==> config.mk <==
export PLATFORM = sky130hd
export DESIGN_NAME = multicycle_control_unit
export DESIGN_NICKNAME = d
export VERILOG_FILES = /design/src/rtl/multicycle_control_unit.sv
export SDC_FILE = /design/constraint.sdc
export NUM_CORES = 1
export LEC_CHECK = 0
export CORE_ASPECT_RATIO = 1.4
export CORE_MARGIN = 1.5
export CORE_UTILIZATION = 40
export DETAILED_ROUTE_END_ITERATION = 12
export GPL_TIMING_DRIVEN = 0
export HOLD_SLACK_MARGIN = 0.06
export PLACE_DENSITY = 0.8
export SLEW_MARGIN = 25
export SYNTH_ARGS = -nofsm -noshare
export SYNTH_HDL_FRONTEND = slang
export SYNTH_SLANG_ARGS = --single-unit
==> constraint.sdc <==
create_clock -name clk -period 1.4 [get_ports clk]
set_input_delay 0.21 -clock clk [delete_from_list [all_inputs] [get_ports clk]]
set_output_delay 0.21 -clock clk [all_outputs]
set_load 0.02 [all_outputs]
==> src/rtl/multicycle_control_unit.sv <==
`default_nettype none
// ============================================================================
// Module  : multicycle_control_unit
// Brief   : Moore control FSM for a multicycle MIPS-style datapath. Define
//           MCU_BNE_EN to add the BNE instruction.
// Rev     : 1.0  initial release
// ============================================================================
module multicycle_control_unit #(
  parameter int ALU_CTRL_W = 3,
  parameter int CNT_W      = 16
) (
  input  logic                  clk,
  input  logic                  rst_n,
  input  logic [5:0]            opcode,
  input  logic [5:0]            funct,
  input  logic                  zero_flag,
  input  logic                  mem_ready,
  output logic                  mem_read,
  output logic                  mem_write,
  output logic                  iord,
  output logic                  ir_write,
  output logic                  reg_write,
  output logic                  reg_dest,
  output logic                  mem_to_reg,
  output logic                  alu_src_a,
  output logic [1:0]            alu_src_b,
  output logic [ALU_CTRL_W-1:0] alu_control,
  output logic [1:0]            pc_src,
  output logic                  pc_en,
  output logic                  illegal_op,
  output logic [CNT_W-1:0]      instr_count,
  output logic [3:0]            state
);

  localparam logic [3:0] S_FETCH  = 4'd0;
  localparam logic [3:0] S_DECODE = 4'd1;
  localparam logic [3:0] S_MEMADR = 4'd2;
  localparam logic [3:0] S_MEMRD  = 4'd3;
  localparam logic [3:0] S_MEMWB  = 4'd4;
  localparam logic [3:0] S_MEMWR  = 4'd5;
  localparam logic [3:0] S_EXEC   = 4'd6;
  localparam logic [3:0] S_ALUWB  = 4'd7;
  localparam logic [3:0] S_BEQ    = 4'd8;
  localparam logic [3:0] S_ADDIEX = 4'd9;
  localparam logic [3:0] S_ADDIWB = 4'd10;
  localparam logic [3:0] S_JUMP   = 4'd11;
`ifdef MCU_BNE_EN
  localparam logic [3:0] S_BNE    = 4'd12;
  localparam logic [5:0] OP_BNE   = 6'b000101;
`endif

  localparam logic [5:0] OP_RTYPE = 6'b000000;
  localparam logic [5:0] OP_LW    = 6'b100011;
  localparam logic [5:0] OP_SW    = 6'b101011;
  localparam logic [5:0] OP_BEQ   = 6'b000100;
  localparam logic [5:0] OP_ADDI  = 6'b001000;
  localparam logic [5:0] OP_J     = 6'b000010;

  localparam logic [2:0] ALU_AND  = 3'b000;
  localparam logic [2:0] ALU_OR   = 3'b001;
  localparam logic [2:0] ALU_ADD  = 3'b010;
  localparam logic [2:0] ALU_SUB  = 3'b110;
  localparam logic [2:0] ALU_SLT  = 3'b111;

  logic [3:0]       state_q, state_d;
  logic             is_sw_q, is_sw_d;
  logic             illegal_op_q, illegal_op_d;
  logic [CNT_W-1:0] instr_count_q, instr_count_d;
  logic             retire;
  logic             pc_write;
  logic             branch;
  logic             branchn;
  logic [2:0]       alu_op;

  function automatic logic [2:0] funct_to_alu(input logic [5:0] f);
    case (f)
      6'b100000: return ALU_ADD;
      6'b100010: return ALU_SUB;
      6'b100100: return ALU_AND;
      6'b100101: return ALU_OR;
      6'b101010: return ALU_SLT;
      default:   return ALU_ADD;
    endcase
  endfunction

  // State register and the bookkeeping flops that ride along with it
  always_ff @(posedge clk or negedge rst_n) begin
    if (!rst_n) begin
      state_q       <= S_FETCH;
      is_sw_q       <= 1'b0;
      illegal_op_q  <= 1'b0;
      instr_count_q <= '0;
    end else begin
      state_q       <= state_d;
      is_sw_q       <= is_sw_d;
      illegal_op_q  <= illegal_op_d;
      instr_count_q <= instr_count_d;
    end
  end

  always_comb begin
    state_d      = state_q;
    is_sw_d      = is_sw_q;
    illegal_op_d = illegal_op_q;
    case (state_q)
      S_FETCH: if (mem_ready) state_d = S_DECODE;
      S_DECODE: begin
        // MEMADR needs to know load vs store after opcode may have moved on
        is_sw_d = (opcode == OP_SW);
        case (opcode)
          OP_LW, OP_SW: state_d = S_MEMADR;
          OP_RTYPE:     state_d = S_EXEC;
          OP_BEQ:       state_d = S_BEQ;
          OP_ADDI:      state_d = S_ADDIEX;
          OP_J:         state_d = S_JUMP;
`ifdef MCU_BNE_EN
          OP_BNE:       state_d = S_BNE;
`endif
          default: begin
            state_d      = S_FETCH;
            illegal_op_d = 1'b1;
          end
        endcase
      end
      S_MEMADR: state_d = is_sw_q ? S_MEMWR : S_MEMRD;
      S_MEMRD:  if (mem_ready) state_d = S_MEMWB;
      S_MEMWR:  if (mem_ready) state_d = S_FETCH;
      S_EXEC:   state_d = S_ALUWB;
      S_ADDIEX: state_d = S_ADDIWB;
      default:  state_d = S_FETCH;
    endcase

    retire = 1'b0;
    if (state_d == S_FETCH) begin
      case (state_q)
        S_MEMWB, S_ALUWB, S_ADDIWB, S_BEQ, S_JUMP, S_MEMWR: retire = 1'b1;
`ifdef MCU_BNE_EN
        S_BNE: retire = 1'b1;
`endif
        default: retire = 1'b0;
      endcase
    end
    instr_count_d = retire ? instr_count_q + 1'b1 : instr_count_q;
  end

  always_comb begin
    mem_read   = 1'b0;
    mem_write  = 1'b0;
    iord       = 1'b0;
    ir_write   = 1'b0;
    reg_write  = 1'b0;
    reg_dest   = 1'b0;
    mem_to_reg = 1'b0;
    alu_src_a  = 1'b0;
    alu_src_b  = 2'b00;
    alu_op     = 3'b000;
    pc_src     = 2'b00;
    pc_write   = 1'b0;
    branch     = 1'b0;
    branchn    = 1'b0;
    case (state_q)
      S_FETCH: begin
        // Reset gating keeps the IR and PC frozen while the state is forced here
        mem_read  = 1'b1;
        alu_src_b = 2'b01;
        alu_op    = ALU_ADD;
        ir_write  = mem_ready & rst_n;
        pc_write  = mem_ready & rst_n;
      end
      S_DECODE: begin
        alu_src_b = 2'b11;
        alu_op    = ALU_ADD;
      end
      S_MEMADR, S_ADDIEX: begin
        alu_src_a = 1'b1;
        alu_src_b = 2'b10;
        alu_op    = ALU_ADD;
      end
      S_MEMRD: begin
        iord     = 1'b1;
        mem_read = 1'b1;
      end
      S_MEMWB: begin
        reg_write  = 1'b1;
        mem_to_reg = 1'b1;
      end
      S_MEMWR: begin
        iord      = 1'b1;
        mem_write = 1'b1;
      end
      S_EXEC: begin
        alu_src_a = 1'b1;
        alu_op    = funct_to_alu(funct);
      end
      S_ALUWB: begin
        reg_write = 1'b1;
        reg_dest  = 1'b1;
      end
      S_BEQ: begin
        alu_src_a = 1'b1;
        alu_op    = ALU_SUB;
        pc_src    = 2'b01;
        branch    = 1'b1;
      end
      S_ADDIWB: reg_write = 1'b1;
      S_JUMP: begin
        pc_src   = 2'b10;
        pc_write = 1'b1;
      end
`ifdef MCU_BNE_EN
      S_BNE: begin
        alu_src_a = 1'b1;
        alu_op    = ALU_SUB;
        pc_src    = 2'b01;
        branchn   = 1'b1;
      end
`endif
      default: ;
    endcase
  end

  assign alu_control = ALU_CTRL_W'(alu_op);
  assign pc_en       = rst_n & (pc_write | (branch & zero_flag) | (branchn & ~zero_flag));
  assign state       = state_q;
  assign illegal_op  = illegal_op_q;
  assign instr_count = instr_count_q;

endmodule
`default_nettype wire

==> run_results.csv, run 1 <==
group,metric,value,unit
sta,worst_pin_slew,0.610,ns
floorplan,ios,53,
global_routing,grt_pass1_wl,6870,um
clocking,cts-root-buf,"clkbuf_8",
cells_and_area,nets,257,
floorplan,dieArea,4040,um^2
yosys,synth-xor-area-share,10.7,%
clocking,clockBufferDepth,2,
drt,drt_wl_total,5490,um
power,irDropWorstVdd,1180,uV
power,total_power,3.72,mW
drt,vias,1613,
worst_setup_path,cp.required,1.19,ns
yosys,ys_dominant_reg_cell,"dfrtp_1",
yosys,synthDistinctLibCells,44,
clocking,numCtsBuffers,3,
worst_setup_path,slowest_stage,"dfrtp_2",
sta,fmax,531,MHz
sta,fin_skew,0.00716,ns
floorplan,die_h,74.6,um
drt,drc_errors,0,
worst_setup_path,crit_fanout,5,
yosys,synth_edf_count,0,
cells_and_area,fin_util,79.0,%
global_routing,overflow,0,
yosys,synth_top_family_by_area,"simple AND/OR/NAND/NOR gates",
worst_setup_path,crit_chain,"nand2b_1 > or3_4 > nor2_2 > buf_2",
yosys,synth_top_cell_by_area,"dfrtp_1",
yosys,synth_fp_nets,174,
yosys,async_reset_ff_share,100,%
worst_setup_path,path_class,"reg2out",
clocking,htreeDepth,1,
yosys,synthAdderAreaFrac,0.854,%
yosys,synth_common_cells,"22 x dfrtp_1, 14 x xnor2_1, 12 x nor2_1, 9 x nand2_1, 8 x o21ai_0",
yosys,synth_top_cell_area_share,37.6,%
clocking,worst_skew_pair.late_latency,0.27,ns
sta,finalHoldViolCount,0,
outcome,status,"finished, violations left",
drt,ant_nets,0,
flow_run,drv_cap,0,
global_routing,grt_antenna_before_repair,0,
outcome,violations,"setup timing",
sta,min_period,1.88,ns
worst_setup_path,cp.arrival,1.67,ns
placed_design,dp_hpwl,3090,um
yosys,ys_ff_latch,22,
sta,fin_crit_sh,134,%
drt,drt-initial-drc-count,43,
yosys,netlist_area,1470,um^2
worst_setup_path,setup.worst_path.start_class,"register",
yosys,synth-compound-area-share,12.0,%
power,power_per_cell_area,1370,nW/um^2
floorplan,start_util,42.6,%
worst_setup_path,max_stage_delay,0.45,ns
global_routing,grt.total_usage,22.9,%
drt,wl_per_cell,19.7,um
cells_and_area,drive_gt1_share,47.3,%
placed_design,gp_congestion,0.756,
drt,vias_per_cell,5.78,
sta,rsz0062_at_grt,"yes",
floorplan,placementRows,25,
cells_and_area,num_antenna_cells,0,
hold_path,hp-class,"in2async",
yosys,synth_simple_gate_area_share,31.4,%
sta,relSlewSlack,59.0,%
yosys,syn_avg_cell_area,9.33,um^2
cells_and_area,area_growth_syn_to_layout,85.6,%
clocking,clk_pin_slew,0.08,ns
sta,drv_slew,0,
sta,worst_slack,-0.482,ns
worst_setup_path,critPathCaptureType,"output port",
floorplan,die_w,54.2,um
sta,finalSetupViolCount,37,
yosys,yosys_warnings,0,
yosys,synthCells,157,
global_routing,grt_max_degree,25,
yosys,yosys-top-cells-area,"dfrtp_1 38%, xnor2_1 8.4%, nand3_2 4.1%",
placed_design,portBuffers,52,
clocking,cts_sinks,22,
power,leakagePower,1.24,nW
yosys,muxShareOfSynthArea,1.54,%
global_routing,grt_pass1_vias,1515,
drt,dr.pass1.iters,4,
clocking,cts_tree,"yes",
yosys,seq_area_frac_synth,37.6,%
floorplan,coreArea,3440,um^2
cells_and_area,fillCellCount,210,
yosys,synth_most_common_cell,"dfrtp_1",
[placed cells by master (no fill, tap or decap), types with 4 or more instances in the layout]
cell              n
inv_1             7
buf_4            16
nand2b_1          5
nand3_1           5
xnor2_1           8
dfrtp_1          18
nor3_1            5
clkdlybuf4s50_1  12
nand2_1           4
xnor2_2           6
buf_12            6
nor2_1            6
buf_6            23
dlygate4sd2_1    23
nor2_4            5
a21oi_1           4
nand4_1           7
dfrtp_2           4
clkbuf_8          5
[through the flow]
stage | setup slack (ns) | setup TNS [ns] | hold WS [ns] | instance area [um^2] | std cells
2_1_floorplan | -0.290 | -4.36 | -0.0856 | 1590 | 157
4_1_cts | -0.454 | -9.63 | 0.0465 | 2400 | 266
3_5_place_dp | -1.31 | -21.66 | 0.463 | 2160 | 249
5_1_grt | -0.533 | -13.44 | 0.0600 | 2720 | 279
3_3_place_gp | -1.25 | -19.07 | 0.451 | 2160 | 249
6_report | -0.482 | -11.84 | 0.0276 | 2720 | 279
[final timing paths]
| kind | startpoint | endpoint | slack, ns | cells past startpoint |
|---|---|---|---|---|
| hold / removal | rst_n | state[1] | 0.03 | 1 |
| max in group asynchronous | rst_n | state[3] | 0.95 | 1 |
| setup / recovery | state[0] | alu_control[0] | -0.48 | 4 |
| min in group clk | illegal_op | illegal_op | 0.47 | 1 |
| hold reg to reg | illegal_op | illegal_op | 0.47 | 1 |
| setup reg to reg | state[3] | instr_count[15] | -0.45 | 8 |
[report_power, final]
group	total (mW)	switching (mW)	internal (mW)
clock	0.463	0.212	0.251
combinational	2.38	1.16	1.23
sequential	0.872	0.145	0.727
[layout make-up]
cell class	count	area (um^2)	area share (%)
Multi-Input combinational cell	118	1110	40.9
Timing Repair Buffer	82	843	31.0
Sequential cell	22	556	20.4
Clock buffer	4	55.1	2.02
Inverter	7	26.3	0.966
Buffer	6	77.6	2.85
Tap cell	40	50.0	1.84
[registers in the layout (all words and copies together), names as in the netlist]
name	cells
illegal_op	1
state	4
is_sw_q	1
instr_count	16
[layer usage]
metal / vias to the layer above / part of all wire [%] / global-route usage, %
met3: 17 / 6.1 / 3.97
met2: 82 / 55 / 43.1
li1: 711 / - / -
met5: - / 0 / 0
met1: 803 / 36 / 24.4
met4: 0 / 2.9 / 8.89
[what timing repair did]
item / 4_1_cts / 5_1_grt
gates cloned: 1 / 0
setup endpoints to repair: 58 / 37
buffers inserted: 14 / 15
hold endpoints to repair: 22 / 0
pin swaps: 15 / 19
resized for setup: 140 / 42
[worst max-delay path, delay by kind of cell (launching register included)]
kind                   cells  cell delay [ns]
and+or+nand+nor            3             0.79
buffers and inverters      1             0.17
DFF                        1             0.45
[cells by family after synthesis]
family | Yosys count
AOI/OAI and AO/OA | 25
xor gates and xnor gates | 17
adders and majority gates | 1
buffers and inverters | 17
DFF | 22
muxes | 2
and+or+nand+nor | 73
No activity file was read; power rests on OpenSTA's default activity.
==> inputs of run 2 (changes only) <==
==> constraint.sdc (replaced) <==
create_clock -name clk -period 1.4 [get_ports clk]
set_input_delay 0.28 -clock clk [delete_from_list [all_inputs] [get_ports clk]]
set_output_delay 0.28 -clock clk [all_outputs]
set_load 0.02 [all_outputs]
==> run 2 against run 1 <==
Compared with the run above:
- clock-buffer cell count did not move
- largest cell class unchanged
- utilization fell by 1.1 points
- total power is 3.9% lower
- final cell count increased by 2.2%
- largest power group unchanged
- wire length down 6.4%
- via count shrank 3.8%
- the run still ends with setup timing left
- register-to-register slack worse by 0.04 ns
- final area decreased by 1.4%
- fmax is 2.8% lower
==> run_results.csv, run 2 (synthesis gave the netlist of run 1 again) <==
group,metric,value,unit
sta,min_period,1.94,ns
cells_and_area,largest_reg_flops,16,
clocking,clk_pin_slew,0.07,ns
cells_and_area,nets,263,
cells_and_area,area_growth_syn_to_layout,82.9,%
sta,finalHoldViolCount,0,
sta,fmax,516,MHz
drt,drt-initial-drc-count,36,
cells_and_area,final_area,2680,um^2
clocking,cts_tree,"yes",
sta,rsz0062_at_grt,"yes",
floorplan,placementRows,25,
global_routing,overflow,0,
worst_setup_path,crit_fanout,7,
global_routing,grt_pass1_wl,7090,um
worst_setup_path,critPathCaptureType,"output port",
sta,worst_slack,-0.537,ns
drt,dr.pass1.iters,4,
cells_and_area,drive_gt1_share,47.8,%
placed_design,dp_hpwl,2920,um
cells_and_area,final_common_cell,"buf_4",
drt,ant_nets,0,
placed_design,portBuffers,52,
clocking,htreeDepth,1,
power,power_per_cell_area,1330,nW/um^2
sta,drv_slew,0,
drt,drt_wl_total,5140,um
drt,drc_errors,0,
worst_setup_path,path_class,"reg2out",
sta,finalSetupViolCount,37,
hold_path,hp-class,"reg2reg",
worst_setup_path,cp.arrival,1.66,ns
sta,worst_hold_slack,0.473,ns
cells_and_area,final_cell_mix,"28 x buf_4, 22 x buf_6, 21 x dlygate4sd2_1",
flow_run,drv_cap,0,
drt,wl_per_cell,18.0,um
clocking,numCtsBuffers,3,
worst_setup_path,setup.worst_path.start_class,"register",
clocking,cts_sinks,22,
clocking,clockBufferDepth,2,
floorplan,coreArea,3440,um^2
drt,vias,1551,
outcome,violations,"setup timing",
sta,fin_crit_sh,138,%
floorplan,die_h,74.6,um
floorplan,dieArea,4040,um^2
floorplan,ios,53,
global_routing,grt_max_degree,25,
sta,fin_skew,0.00398,ns
floorplan,start_util,42.6,%
drt,vias_per_cell,5.44,
clocking,cts-root-buf,"clkbuf_8",
worst_setup_path,cp.required,1.12,ns
global_routing,grt_antenna_before_repair,0,
power,irDropWorstVdd,1160,uV
power,total_power,3.58,mW
global_routing,grt_pass1_vias,1568,
cells_and_area,num_antenna_cells,0,
sta,worst_pin_slew,0.482,ns
power,leakagePower,1.24,nW
outcome,status,"finished, violations left",
placed_design,placed_cell_area,2150,um^2
global_routing,grt.total_usage,23.5,%
placed_design,gp_congestion,0.924,
floorplan,die_w,54.2,um
clocking,worst_skew_pair.late_latency,0.26,ns
sta,relSlewSlack,67.6,%
## run 2: cell types whose count changed in the layout (fill, tap and decap cells not counted), sizes merged
cell,change
buf,+4
clkbuf,+2
dlygate4sd2,-2
clkdlybuf4s15,-1
clkdlybuf4s50,+1
dlygate4sd3,+1
dlymetal6s2s,+1
## run 2: worst paths after layout
path,depth (start not counted),end,start,slack (ns)
worst max-delay path,5,pc_en,state[0],-0.54
worst min-delay path,1,illegal_op,illegal_op,0.47
worst max register to register,8,instr_count[8],state[3],-0.49
worst min register to register,1,illegal_op,illegal_op,0.47
max in group asynchronous,3,state[0],rst_n,0.66
min in group asynchronous,3,illegal_op,rst_n,0.59
## run 2: cell type report
| class | count | area [um^2] |
|---|---|---|
| fill | 218 | 761 |
| buffer | 7 | 85.1 |
| clock buffer | 4 | 55.1 |
| inverter | 7 | 26.3 |
| multi-input combinational | 118 | 1100 |
| timing repair buffer | 87 | 805 |
| tap | 40 | 50.0 |
| sequential | 22 | 557 |
## run 2: layer usage
| layer | wire [um] | track usage, % | part of all wire (%) |
|---|---|---|---|
| met1 | 1970 | 28.1 | 38 |
| met2 | 2880 | 42.4 | 56 |
| met3 | 172 | 2.78 | 3.3 |
| met4 | 109 | 8.33 | 2.1 |
| met5 | 0 | 0 | 0 |
## run 2: repair_timing
item / CTS / global route
resized for setup: 139 / 47
endpoints found under the hold margin: 0 / 22
setup endpoints to repair: 61 / 39
buffers inserted: 17 / 17
hold buffers: 0 / 2
gates cloned: 1 / 0
pin swaps: 17 / 15
## run 2: worst max-delay path, stage by stage (launching register included)
cell and delay, ns:
dfrtp_2 0.49, or3b_4 0.39, nand2_2 0.08, a32oi_2 0.07
nor3b_2 0.20, buf_4 0.16
## run 2: metrics by stage
step           cells  utilization [%]  setup slack, ns  TNS, ns
2_1_floorplan    157                -           -0.290    -5.24
3_3_place_gp     249             62.4            -1.41   -24.60
3_5_place_dp     249             62.4            -1.47   -26.66
4_1_cts          270             70.9           -0.488   -10.68
5_1_grt          285             77.9           -0.572   -13.70
6_report         285             77.9           -0.537   -11.63
## run 2: power breakdown
| group | total (mW) | internal (mW) | switching (mW) |
|---|---|---|---|
| Sequential | 0.871 | 0.728 | 0.143 |
| Clock | 0.451 | 0.251 | 0.200 |
| Combinational | 2.25 | 1.15 | 1.11 |
